**src/rtl/spi_master_cfg.sv**
```systemverilog
// rtl/spi_master_cfg.sv - parameterised SPI master with runtime mode, bit order and divider
module spi_master_cfg #(
  parameter int DATA_W = 8,
  parameter int NUM_CS = 4,
  parameter int DIV_W  = 8,
  parameter int CS_W   = (NUM_CS > 1) ? $clog2(NUM_CS) : 1
) (
  input  logic              clk,
  input  logic              rst_n,
  input  logic              start,
  input  logic [DATA_W-1:0] tx_data,
  input  logic [CS_W-1:0]   cs_sel,
  input  logic              cpol,
  input  logic              cpha,
  input  logic              lsb_first,
  input  logic [DIV_W-1:0]  clk_div,
  output logic [DATA_W-1:0] rx_data,
  output logic              busy,
  output logic              done,
  output logic              sclk,
  output logic              mosi,
  input  logic              miso,
  output logic [NUM_CS-1:0] cs_n
);
  localparam int EW = $clog2(2 * DATA_W + 1);
  localparam logic [EW-1:0] LAST_EDGE = EW'(2 * DATA_W - 1);

  typedef enum logic [2:0] {S_IDLE, S_SETUP, S_XFER, S_HOLD, S_DONE} state_t;

  state_t            state;
  logic [DIV_W-1:0]  div_q;
  logic [DIV_W-1:0]  hcnt;
  logic [DATA_W-1:0] tx_sh;
  logic [DATA_W-1:0] rx_sh;
  logic              cpha_q;
  logic              lsb_q;
  logic [EW-1:0]     edge_cnt;
  logic              leading;
  logic              half_end;

  // The edge about to be made is odd-numbered (leading) when an even count has been made so far.
  assign leading  = ~edge_cnt[0];
  assign half_end = (hcnt == div_q);

  function automatic logic head(input logic [DATA_W-1:0] v, input logic lsb);
    return lsb ? v[0] : v[DATA_W-1];
  endfunction

  function automatic logic [DATA_W-1:0] shift(input logic [DATA_W-1:0] v, input logic lsb);
    return lsb ? (v >> 1) : (v << 1);
  endfunction

  function automatic logic [NUM_CS-1:0] cs_decode(input logic [CS_W-1:0] sel);
    logic [NUM_CS-1:0] v;
    v = '1;
    for (int i = 0; i < NUM_CS; i++)
      if (sel == CS_W'(i)) v[i] = 1'b0;
    return v;
  endfunction

  always_ff @(posedge clk or negedge rst_n) begin
    if (!rst_n) begin
      state    <= S_IDLE;
      div_q    <= '0;
      hcnt     <= '0;
      tx_sh    <= '0;
      rx_sh    <= '0;
      cpha_q   <= 1'b0;
      lsb_q    <= 1'b0;
      edge_cnt <= '0;
      rx_data  <= '0;
      busy     <= 1'b0;
      done     <= 1'b0;
      sclk     <= 1'b0;
      mosi     <= 1'b0;
      cs_n     <= '1;
    end else begin
      case (state)
        S_IDLE: begin
          sclk <= cpol;
          mosi <= 1'b0;
          if (start) begin
            state    <= S_SETUP;
            busy     <= 1'b1;
            cs_n     <= cs_decode(cs_sel);
            div_q    <= clk_div;
            cpha_q   <= cpha;
            lsb_q    <= lsb_first;
            hcnt     <= '0;
            edge_cnt <= '0;
            // CPHA=0 presents the first bit before any edge; CPHA=1 waits for edge 1.
            if (cpha) begin
              tx_sh <= tx_data;
            end else begin
              mosi  <= head(tx_data, lsb_first);
              tx_sh <= shift(tx_data, lsb_first);
            end
          end
        end
        S_SETUP: begin
          if (half_end) begin
            hcnt  <= '0;
            state <= S_XFER;
          end else begin
            hcnt <= hcnt + 1'b1;
          end
        end
        S_XFER: begin
          if (half_end) begin
            hcnt     <= '0;
            sclk     <= ~sclk;
            edge_cnt <= edge_cnt + 1'b1;
            if (leading != cpha_q)
              rx_sh <= lsb_q ? {miso, rx_sh[DATA_W-1:1]} : {rx_sh[DATA_W-2:0], miso};
            if ((cpha_q && leading) || (!cpha_q && !leading && edge_cnt != LAST_EDGE)) begin
              mosi  <= head(tx_sh, lsb_q);
              tx_sh <= shift(tx_sh, lsb_q);
            end
            if (edge_cnt == LAST_EDGE) state <= S_HOLD;
          end else begin
            hcnt <= hcnt + 1'b1;
          end
        end
        S_HOLD: begin
          if (half_end) begin
            state   <= S_DONE;
            busy    <= 1'b0;
            done    <= 1'b1;
            cs_n    <= '1;
            mosi    <= 1'b0;
            rx_data <= rx_sh;
          end else begin
            hcnt <= hcnt + 1'b1;
          end
        end
        S_DONE: begin
          done  <= 1'b0;
          state <= S_IDLE;
        end
        default: state <= S_IDLE;
      endcase
    end
  end
endmodule

```
**config.mk**
```make
export PLATFORM = sky130hd
export DESIGN_NAME = spi_master_cfg
export DESIGN_NICKNAME = d
export VERILOG_FILES = /design/src/rtl/spi_master_cfg.sv
export SDC_FILE = /design/constraint.sdc
export NUM_CORES = 1
export LEC_CHECK = 0
export BUFFER_PORTS_ARGS = -buffer_cell sky130_fd_sc_hd__buf_2
export CORE_ASPECT_RATIO = 0.9
export CORE_MARGIN = 2
export CORE_UTILIZATION = 30
export DETAILED_ROUTE_END_ITERATION = 8
export PLACE_DENSITY_LB_ADDON = 0.05
export RECOVER_POWER = 100
export SYNTH_ARGS = -nofsm -noshare
export SYNTH_HDL_FRONTEND = slang
export SYNTH_SLANG_ARGS = --single-unit
```
**constraint.sdc**
```tcl
create_clock -name clk -period 1.7 [get_ports clk]
set_input_delay 0.17 -clock clk [delete_from_list [all_inputs] [get_ports clk]]
set_output_delay 0.17 -clock clk [all_outputs]
set_load 0.05 [all_outputs]
```
# After elaboration in Yosys (flattened, before gate mapping)
# Index checks and enable logic that the tools add are counted.
[totals] ff_bits=58 latch_bits=0 ramBits=0 rom_bits=0 in_bits=25 out_inout_bits=16 elab_cells=102 n_memories=0
[classes] add_sub_neg=2 n_mul=0 n_div=0 order_cmp=0 eq_ne=18 n_shift=0 n_mux=42 bitwise=2 reduce_logical=24
[op_table] cell="8-bit two-way mux" n=10
[op_table] cell="8-bit case mux with 3 select lines" n=1
[op_table] cell="8-bit case mux with 2 select lines" n=1
[op_table] cell="3-bit two-way mux" n=5
[op_table] cell="1-bit two-way mux" n=14
[op_table] cell="2-bit inequality test, second input constant" n=7
[op_table] cell="3-bit case mux with 4 select lines" n=1
[op_table] cell="3-bit AND reduction" n=4
[op_table] cell="5-bit two-way mux" n=2
[op_table] cell="5-bit case mux with 2 select lines" n=1
[op_table] cell="8-bit by 1-bit adder with 8-bit output, second input constant" n=1
[op_table] cell="8-bit equality test" n=1
[op_table] cell="4-bit two-way mux" n=2
[op_table] cell="4-bit case mux with 2 select lines" n=1
[op_table] cell="2-bit AND reduction" n=4
[op_table] cell="4-bit AND reduction" n=2
[op_table] cell="3-bit by 2-bit equality test with 1-bit output, second input constant" n=2
[op_table] cell="1-bit case mux with 2 select lines" n=3
[op_table] cell="2-bit nonzero test" n=3
[op_table] cell="3-bit nonzero test" n=2
[op_table] cell="5-bit by 1-bit adder with 5-bit output, second input constant" n=1
[op_table] cell="5-bit by 4-bit equality test with 1-bit output, second input constant" n=1
[op_table] cell="5-bit by 4-bit inequality test with 1-bit output, second input constant" n=1
[op_table] cell="5-bit AND reduction" n=1
[op_table] cell="other kinds (13)" n=17

# Depth between registers and ports, before layout
# Gate-level depths: netlist of run 1.
[logic_depth] ltp_word=7 depth_mapped=8 ltp_nobuf=8

# Worst setup path before layout of run 1
# No wires, ideal clock.
[synth_path] path_kind="reg2reg" from="register edge_cnt[0]" to="register tx_sh[0]" setup_ns=0.125 arrival_time_ns=1.705 t_required_ns=1.575 setup_slack_ns=-0.129 stages_incl_launch_ff=9 n_path_buf=0 cell_sequence="dfrtp_1 > ha_1 > and3_1 > ha_1 > inv_1 > a21oi_1 > o21ai_0 > o21ai_2 > mux2_2"
[synth_between] elab_chain_cells=5 elab_cells_between_ends=8
[synth_rtl] item="start, declared" line_no="37" rtl="logic [EW-1:0] edge_cnt;"
[synth_rtl] item="start signal, assigned" line_no="112" rtl="edge_cnt <= edge_cnt + 1'b1;"
[synth_rtl] item="5-bit by 4-bit inequality test with 1-bit output (tied with other cells)" line_no="115" rtl="if ((cpha_q && leading) || (!cpha_q && !leading && edge_cnt != LAST_EDGE)) begin"
[synth_rtl] item="1-bit logical AND" line_no="115"
[synth_rtl] item="1-bit logical OR (*)" line_no="115"
[synth_rtl] item="2-bit inequality test (no line) (*)"
[synth_rtl] item="4-bit AND reduction (no line) (*)"
[synth_rtl] item="end signal, assigned" line_no="93" rtl="tx_sh <= tx_data;"
[synth_rtl] item="end signal, assigned" line_no="96" rtl="tx_sh <= shift(tx_data, lsb_first);"
[synth_rtl] item="end signal, assigned" line_no="117" rtl="tx_sh <= shift(tx_sh, lsb_q);"
[synth_rtl] item="end, declared" line_no="33" rtl="logic [DATA_W-1:0] tx_sh;"
# Every way passes the cells marked *; elsewhere a longest branch is shown, timed or not.
# A chain may end at the register's enable or synchronous reset.

# Worst setup path after layout of run 1
[layout_path] from="register edge_cnt[0]" to="register tx_sh[5]"
# The elaborated chain is that of the path after synthesis.

==> impl_metrics.yaml, run 1 <==
timing:
  whs_ps: 32.3
  period_minus_slack_ps: 1800
  fin_crit_sh_pct: 106
  rsz0062_at_grt: "yes"
  skew_ps: 4.40
  fin_ws_ps: -103
  tightest_slew_ps: 819
  finalSetupViolCount: 22
  finalSetupTns_ps: -1150
  slew_headroom_pct: 45.4
  clock.fmax_ghz: 0.555
  slew_viol_final: 0
  hold_violations: 0
power_and_ir_drop:
  leakagePower_nw: 2.05
  p_per_area_nw_per_um2: 1650
  vdd_drop_max_uv: 848
synthesis:
  synthCells: 314
  yosysSeqAreaShare_pct: 45.5
  synth_xor_area_share_pct: 3.24
  synth_top_area_share_pct: 42.2
  synthesis.nets: 344
  async_flop_share_pct: 100
  synth-compound-area-share_pct: 14.3
  synth_top_family_by_area: "simple AND/OR/NAND/NOR gates"
  synthAdderAreaFrac_pct: 1.95
  synthSimpleGateAreaFrac_pct: 17.2
  synth_common_cells: "dfrtp_1 (54), nand2_1 (42), mux2i_1 (22), o21ai_0 (22), a21oi_1 (17)"
  synth_largest_area_cell: "dfrtp_1"
  synth.distinct_cells: 52
  yosys-top-cells-area: "dfrtp_1 (42%), mux2i_1 (6.9%), nand2_1 (4.9%)"
  syn_area_um2: 3200
  yosys.cell_count.top_type: "dfrtp_1"
  ys_ff_latch: 58
  avgSynthCellArea_um2: 10.2
  synth_mux_area_share_pct: 13.3
  synth_edf_count: 0
  ys.warnings.count: 0
  synth-main-ff-cell: "dfrtp_1"
clocking:
  numClockSinks: 58
  cts_tree: "yes"
  clk_pin_slew_ps: 50
  clk_latency_ps: 330
  numCtsBuffers: 9
  cts_max_level: 3
  root_buffer: "clkbuf_16"
  clk_path_buf_depth: 2
layout:
  drive_gt1_share_pct: 42.3
  fillCellCount: 997
  area_growth_pct: 42.4
  diodes: 0
  nets: 443
worst_setup_path:
  slowest_stage: "dfrtp_1"
  end_kind: "flop"
  path_delay_family: "flip-flops"
  path_buf_inv: 2
  arrival_ps: 2010
  cp_cell_sequence: "ha_2 -> and3_4 -> ha_4 -> inv_4 -> a21oi_4 -> o21ai_2 -> o21ai_4 -> buf_12 -> mux2_4"
  critPathLaunchType: "flop"
  max_stage_delay_ps: 380
  crit_type: "flop to flop"
  required_ps: 1910
  critPathMaxFanout: 8
die:
  core_um2: 10300
  row_count: 35
  pin_count: 41
  fp.dieArea_um2: 11500
  die_y_um: 102
  die_x_um: 113
  initial_core_util_pct: 31.0
grt:
  grt_max_degree: 59
  grt_use_total_pct: 15.7
  grt_pass1_wl_mm: 13.9
  overflow: 0
  antenna_found_initial: 0
  grt_pass1_vias: 2730
detailed_routing:
  wl_per_cell_um: 15.4
  drc: 2
  drt_iter0_drc: 72
  wirelength_mm: 8.45
  routed_via_density: 4.95
  vias: 2706
  dr.pass1.iters: 6
  ant_nets: 0
worst_hold_path:
  hold_class: "input pin to flop"
placement:
  routabilityCongestion: 0.785
  numPortBuffers: 40
  dp_hpwl_mm: 5.69
outcome:
  outcome: "finished, violations left"
  failed_checks: "design-rule violations, negative setup slack"
run:
  drv_cap: 0
[state kept, by name (all words and copies together) (netlist names), 3 cells and up]
| signal | flops |
|---|---|
| div_q | 8 |
| hcnt | 8 |
| rx_data | 8 |
| rx_sh | 8 |
| tx_sh | 8 |
| edge_cnt | 5 |
| cs_n | 4 |
| state | 3 |
[cells in the final DEF, fill, tap and decap left out, drive strengths merged, types with 3 or more instances in the layout]
master / count
and3: 5
a211oi: 7
o21ai: 25
nand2b: 3
dfrtp: 54
a31oi: 3
inv: 10
xnor2: 11
nor2: 17
nand2: 42
dfstp: 4
a32oi: 4
mux2: 17
a21oi: 17
nand4: 5
clkinv: 5
or3: 4
nand3b: 3
clkbuf: 29
mux2i: 22
buf: 86
ha: 5
nand3: 15
[power by group]
| part | internal [mW] | leakage [nW] | switching (mW) |
|---|---|---|---|
| Clock | 1.17 | 0.149 | 0.635 |
| Combinational | 1.73 | 1.18 | 1.75 |
| Sequential | 1.84 | 0.723 | 0.420 |
| Total | 4.74 | 2.05 | 2.81 |
[what timing repair did]
| item | 4_1_cts | 5_1_grt |
|---|---|---|
| hold buffers | 1 | 0 |
| cloned | 1 | 1 |
| buffers inserted | 7 | 4 |
| pin swaps | 12 | 21 |
| hold endpoints to repair | 54 | 0 |
| gates resized for setup | 14 | 51 |
| endpoints found under the setup margin | 40 | 45 |
[metrics by stage]
stage | power, mW | std cells | instance area [um^2] | utilization, % | setup slack [ps]
after global placement | 5.26 | 521 | 3980 | 38.5 | -127
after detailed placement | 5.25 | 521 | 3980 | 38.5 | -146
final | 7.55 | 547 | 4560 | 44.1 | -103
after floorplan | 4.12 | 314 | 3280 | - | -51.1
after global routing | 8.04 | 547 | 4560 | 44.1 | -171
after CTS | 7.36 | 545 | 4400 | 42.6 | -104
[worst min-delay path, stage by stage]
cell     delay, ps
buf_2           70
nand2_1         40
nand2_1         40
[routing by layer]
layer / global-route usage, % / up-vias / wire length [um]
met5: 0 / - / 0
met4: 5.91 / 0 / 85
met3: 3.97 / 9 / 282
met2: 23.8 / 34 / 3680
met1: 21.8 / 1332 / 4400
li1: - / 1331 / -
[final cells by class]
cell class	instances	area (um^2)	area share, %
repair buffers	105	724	15.9
clock buffers	11	243	5.32
inverters	11	45.0	0.988
clock inverters	5	53.8	1.18
flip-flops and latches	58	1460	32.0
well taps	129	161	3.54
multi-input cells	228	1880	41.1
[worst paths after layout]
check	start	endpoint	slack (ps)	cells after the start
max reg2reg	edge_cnt[0]	tx_sh[5]	-100	9
min reg2reg	busy	busy	490	1
min	clk_div[0]	div_q[0]	30	3
max	edge_cnt[0]	tx_sh[5]	-100	9
max in group asynchronous	rst_n	tx_sh[6]	570	3
min in group asynchronous	rst_n	hcnt[4]	560	3
[kinds of logic (layout without fill, tap and decap cells)]
| kind of cell | count (synthesis) | in the layout |
|---|---|---|
| mux | 39 | 39 |
| compound gates | 71 | 71 |
| flops | 58 | 58 |
| fa+ha+maj | 5 | 5 |
| simple gates | 101 | 102 |
| xor+xnor | 11 | 11 |
| buf+inv | 29 | 132 |
No activity file was read; power rests on OpenSTA's default activity.
==> inputs of run 2 (changes only) <==
--- a/config.mk
+++ b/config.mk
@@ -5,6 +5,7 @@
 export SDC_FILE = /design/constraint.sdc
 export NUM_CORES = 1
 export LEC_CHECK = 0
+export ABC_CLOCK_PERIOD_IN_PS = 1700
 export BUFFER_PORTS_ARGS = -buffer_cell sky130_fd_sc_hd__buf_2
 export CORE_ASPECT_RATIO = 0.9
 export CORE_MARGIN = 2
==> constraint.sdc (replaced) <==
create_clock -name clk -period 1.7 [get_ports clk]
set_input_delay 0.17 -clock clk [delete_from_list [all_inputs] [get_ports clk]]
set_output_delay 0.17 -clock clk [all_outputs]
set_load 0.005 [all_outputs]
==> impl_metrics.yaml, run 2 (same netlist as run 1, synthesis figures left out) <==
timing:
  tightest_slew_ps: 818
  finalSetupViolCount: 22
  whs_ps: 32.4
  fin_ws_ps: -103
  fin_crit_sh_pct: 106
  finalSetupTns_ps: -1150
  period_minus_slack_ps: 1800
  rsz0062_at_grt: "yes"
  hold_violations: 0
  slew_viol_final: 0
  skew_ps: 4.47
  clock.fmax_ghz: 0.555
  slew_headroom_pct: 45.4
worst_setup_path:
  rrSetupSlack_ps: -100
  critPathLaunchType: "flop"
  rr_startpoint: "edge_cnt[0]"
  startpoint: "edge_cnt[0]"
  required_ps: 1910
  critPathMaxFanout: 8
  end_kind: "flop"
  crit_type: "flop to flop"
  arrival_ps: 2010
power_and_ir_drop:
  p_per_area_nw_per_um2: 1590
  total_power_mw: 7.26
  vdd_drop_max_uv: 646
  leakagePower_nw: 2.08
detailed_routing:
  drc: 2
  drt_iter0_drc: 74
  dr.pass1.iters: 6
  ant_nets: 0
  vias: 2705
  wirelength_mm: 8.46
  wl_per_cell_um: 15.5
  routed_via_density: 4.95
worst_hold_path:
  hp-start: "clk_div[0]"
  hold_class: "input pin to flop"
layout:
  fin_cells: 547
  diodes: 0
  fillCellCount: 995
  area_growth_pct: 42.7
  layout_common_cells: "dfrtp_1 (53), buf_4 (50), nand2_1 (34), buf_2 (34), mux2i_1 (22)"
  drive_gt1_share_pct: 44.5
  fin_util_pct: 44.2
  multi_input_area_um2: 1880
  nets: 443
  fin_area_um2: 4570
  seq_area_um2: 1460
  final_common_cell: "dfrtp_1"
grt:
  grt_max_degree: 59
  grt_pass1_vias: 2730
  overflow: 0
  antenna_found_initial: 0
  grt_pass1_wl_mm: 13.9
  grt_use_total_pct: 15.7
clocking:
  cts_max_level: 3
  clk_latency_ps: 330
  numClockSinks: 58
  clk_pin_slew_ps: 50
  numCtsBuffers: 9
  cts_tree: "yes"
  clk_path_buf_depth: 2
  root_buffer: "clkbuf_16"
die:
  core_um2: 10300
  fp.dieArea_um2: 11500
  row_count: 35
  pin_count: 41
  initial_core_util_pct: 31.0
  die_x_um: 113
  die_y_um: 102
placement:
  dp_slack_ps: -146
  dp_hpwl_mm: 5.69
  routabilityCongestion: 0.785
  placed_area_um2: 3980
  numPortBuffers: 40
  dp_cells: 521
run:
  drv_cap: 0
outcome:
  failed_checks: "design-rule violations, negative setup slack"
  outcome: "finished, violations left"
[run 2: layout make-up]
cell class | count | share of cell area, %
clock buffer | 11 | 5.31
multi-input combinational | 228 | 41.0
timing repair buffer | 105 | 16.1
sequential | 58 | 31.9
tap | 129 | 3.53
clock inverter | 5 | 1.18
inverter | 11 | 0.985
[run 2: worst paths after layout]
| kind | cells past startpoint | endpoint |
|---|---|---|
| max in group asynchronous | 3 | tx_sh[6] |
| worst min register to register | 1 | busy |
| worst min-delay path | 3 | div_q[0] |
| min in group asynchronous | 3 | hcnt[4] |
| worst max register to register | 9 | tx_sh[5] |
| worst max-delay path | 9 | tx_sh[5] |
[run 2: power breakdown]
part           switching (mW)  internal, mW  leakage (nW)
Clock                   0.634          1.17         0.149
Combinational            1.45          1.75          1.21
Sequential              0.419          1.84         0.723
Total                    2.50          4.76          2.08
[run 2: worst max-delay path, cell delays in order, from the launching register on]
cell and delay (ps):
dfrtp_1 380, ha_2 200, and3_4 150, ha_4 160, inv_4 50, a21oi_4 60
o21ai_2 160, o21ai_4 80, buf_12 150, mux2_4 290
[run 2: timing repair]
action                                  4_1_cts  5_1_grt
setup buffers                                 7        4
hold buffers                                  1        0
gates cloned                                  1        1
gates resized for setup                      14       51
pin swaps                                    12       21
endpoints found under the setup margin       40       45
hold endpoints to repair                     54        0
[run 2: layer usage]
| layer | GRT usage, % | part of all wire [%] | up-vias | wire, um |
|---|---|---|---|---|
| li1 | - | - | 1331 | - |
| met1 | 21.8 | 52 | 1331 | 4400 |
| met2 | 23.8 | 43 | 34 | 3680 |
| met3 | 3.97 | 3.5 | 9 | 292 |
| met4 | 5.91 | 1.0 | 0 | 85 |
| met5 | 0 | 0 | - | 0 |
==> inputs of run 3 (changes only) <==
--- a/config.mk
+++ b/config.mk
@@ -10,7 +10,9 @@
 export CORE_ASPECT_RATIO = 0.9
 export CORE_MARGIN = 2
 export CORE_UTILIZATION = 30
+export CTS_BUF_LIST = sky130_fd_sc_hd__clkbuf_16
 export DETAILED_ROUTE_END_ITERATION = 8
+export GPL_TIMING_DRIVEN = 0
 export PLACE_DENSITY_LB_ADDON = 0.05
 export RECOVER_POWER = 100
 export SYNTH_ARGS = -nofsm -noshare
==> impl_metrics.yaml, run 3 (same netlist as run 1, synthesis figures left out) <==
outcome:
  outcome: "finished, violations left"
  failed_checks: "design-rule violations, negative setup slack"
clocking:
  clk_pin_slew_ps: 50
  clk_path_buf_depth: 2
  cts_max_level: 3
  cts_tree: "yes"
  numCtsBuffers: 9
  root_buffer: "clkbuf_16"
  clk_latency_ps: 330
  numClockSinks: 58
timing:
  skew_ps: 6.70
  hold_violations: 0
  tightest_slew_ps: 848
  fin_ws_ps: -155
  slew_headroom_pct: 43.5
  fin_crit_sh_pct: 109
  period_minus_slack_ps: 1860
  finalSetupViolCount: 32
  slew_viol_final: 0
  rsz0062_at_grt: "yes"
  finalSetupTns_ps: -2480
  clock.fmax_ghz: 0.539
power_and_ir_drop:
  pwr-share-seq_pct: 33.0
  total_power_mw: 6.78
  p_comb_share_pct: 38.8
  vdd_drop_max_uv: 746
  internal-power_mw: 4.47
  leakagePower_nw: 1.95
  p_sw_mw: 2.32
  swShare_pct: 34.1
  clockPowerShare_pct: 28.2
  p_per_area_nw_per_um2: 1560
grt:
  grt_max_degree: 59
  overflow: 0
  grt_pass1_vias: 2645
  antenna_found_initial: 0
  grt_pass1_wl_mm: 13.8
  grt_use_total_pct: 15.7
layout:
  fillCellCount: 1043
  final_common_cell: "dfrtp_1"
  diodes: 0
  area_growth_pct: 35.7
  nets: 420
  drive_gt1_share_pct: 38.5
  fin_util_pct: 42.0
  layout_common_cells: "dfrtp_1 (48), nand2_1 (34), buf_2 (32), mux2i_1 (22), buf_4 (19)"
  fin_cells: 524
worst_hold_path:
  hold_end: "div_q[7]"
  hold_class: "input pin to flop"
  whs_path_depth: 3
  hp-start: "clk_div[7]"
detailed_routing:
  dr.pass1.iters: 6
  wirelength_mm: 8.55
  vias: 2649
  routed_via_density: 5.06
  wl_per_cell_um: 16.3
  ant_nets: 0
  drc: 2
  drt_iter0_drc: 135
die:
  die_x_um: 113
  pin_count: 41
  row_count: 35
  fp.dieArea_um2: 11500
  initial_core_util_pct: 31.0
  core_um2: 10300
  die_y_um: 102
placement:
  dp_slack_ps: -316
  dp_hpwl_mm: 5.54
  routabilityCongestion: 0.704
  dp_cells: 481
  numPortBuffers: 38
worst_setup_path:
  arrival_ps: 2070
  worst_r2r_endpoint: "tx_sh[1]"
  rrSetupSlack_ps: -160
  startpoint: "edge_cnt[1]"
  reg2regPathDepth: 9
  rr_startpoint: "edge_cnt[1]"
  required_ps: 1910
  critPathLaunchType: "flop"
  crit_type: "flop to flop"
  end_kind: "flop"
  critPathMaxFanout: 4
run:
  drv_cap: 0
[run 3: changes by cell type in the layout (fill, tap and decap cells not counted), moves of 4 or more]
cell	delta
buf_4	-31
buf_6	+5
dfrtp_1	-5
dfrtp_2	+5
clkbuf_4	+4
[run 3: worst max-delay path by stage]
stage / end / slack [ps] / cells past startpoint
after detailed placement: rx_data[4] / -320 / 6
after CTS: tx_sh[1] / -150 / 8
final: tx_sh[1] / -160 / 9
after floorplan: tx_sh[0] / -50 / 8
after global placement: rx_data[3] / -310 / 6
after global routing: mosi / -220 / 7
[run 3: layer usage]
layer  track usage [%]  vias up  wire length [um]
met4              5.91        0               123
met2              23.3       37              3750
met3              4.63       11               326
met5                 0        -                 0
li1                  -     1293                 -
met1              21.9     1308              4350
[run 3: layout make-up]
type                       instances  area, um^2  area share [%]
tap                              129         161            3.71
timing repair buffer              65         414            9.53
buffer                            18         139            3.20
clock buffer                       9         225            5.18
sequential                        58        1460            33.7
inverter                          11        43.8            1.01
clock inverter                     7        85.1            1.96
multi-input combinational        227        1810            41.7
[run 3: power by group through the flow]
stage | sequential (mW) | combinational [mW] | clock (mW)
finish | 2.24 | 2.63 | 1.92
global route | 2.29 | 2.90 | 2.02
CTS | 2.23 | 2.48 | 1.97
detailed placement | 2.23 | 2.15 | 0
global placement | 2.23 | 2.11 | 0
floorplan | 2.13 | 1.69 | 0
[run 3: critical path: stages (launching register included)]
cell and delay, ps:
dfrtp_1 390, ha_2 200, and3_4 170, ha_4 150, inv_2 70, a21oi_4 60
o21ai_2 150, o21ai_4 70, buf_4 160, mux2_4 300
[run 3: what timing repair did]
action / 4_1_cts / 5_1_grt
setup buffers: 15 / 11
hold buffers: 1 / 0
hold endpoints to repair: 54 / 0
pin swaps: 14 / 5
setup endpoints to repair: 52 / 51
gates cloned: 1 / 0
resized for setup: 35 / 29
[run 3: through the flow]
stage               hold WS [ps]  cell area, um^2
global placement             362             3630
finish                      23.5             4350
global route                36.0             4350
detailed placement           320             3630
CTS                         16.4             4190
floorplan                   -126             3280
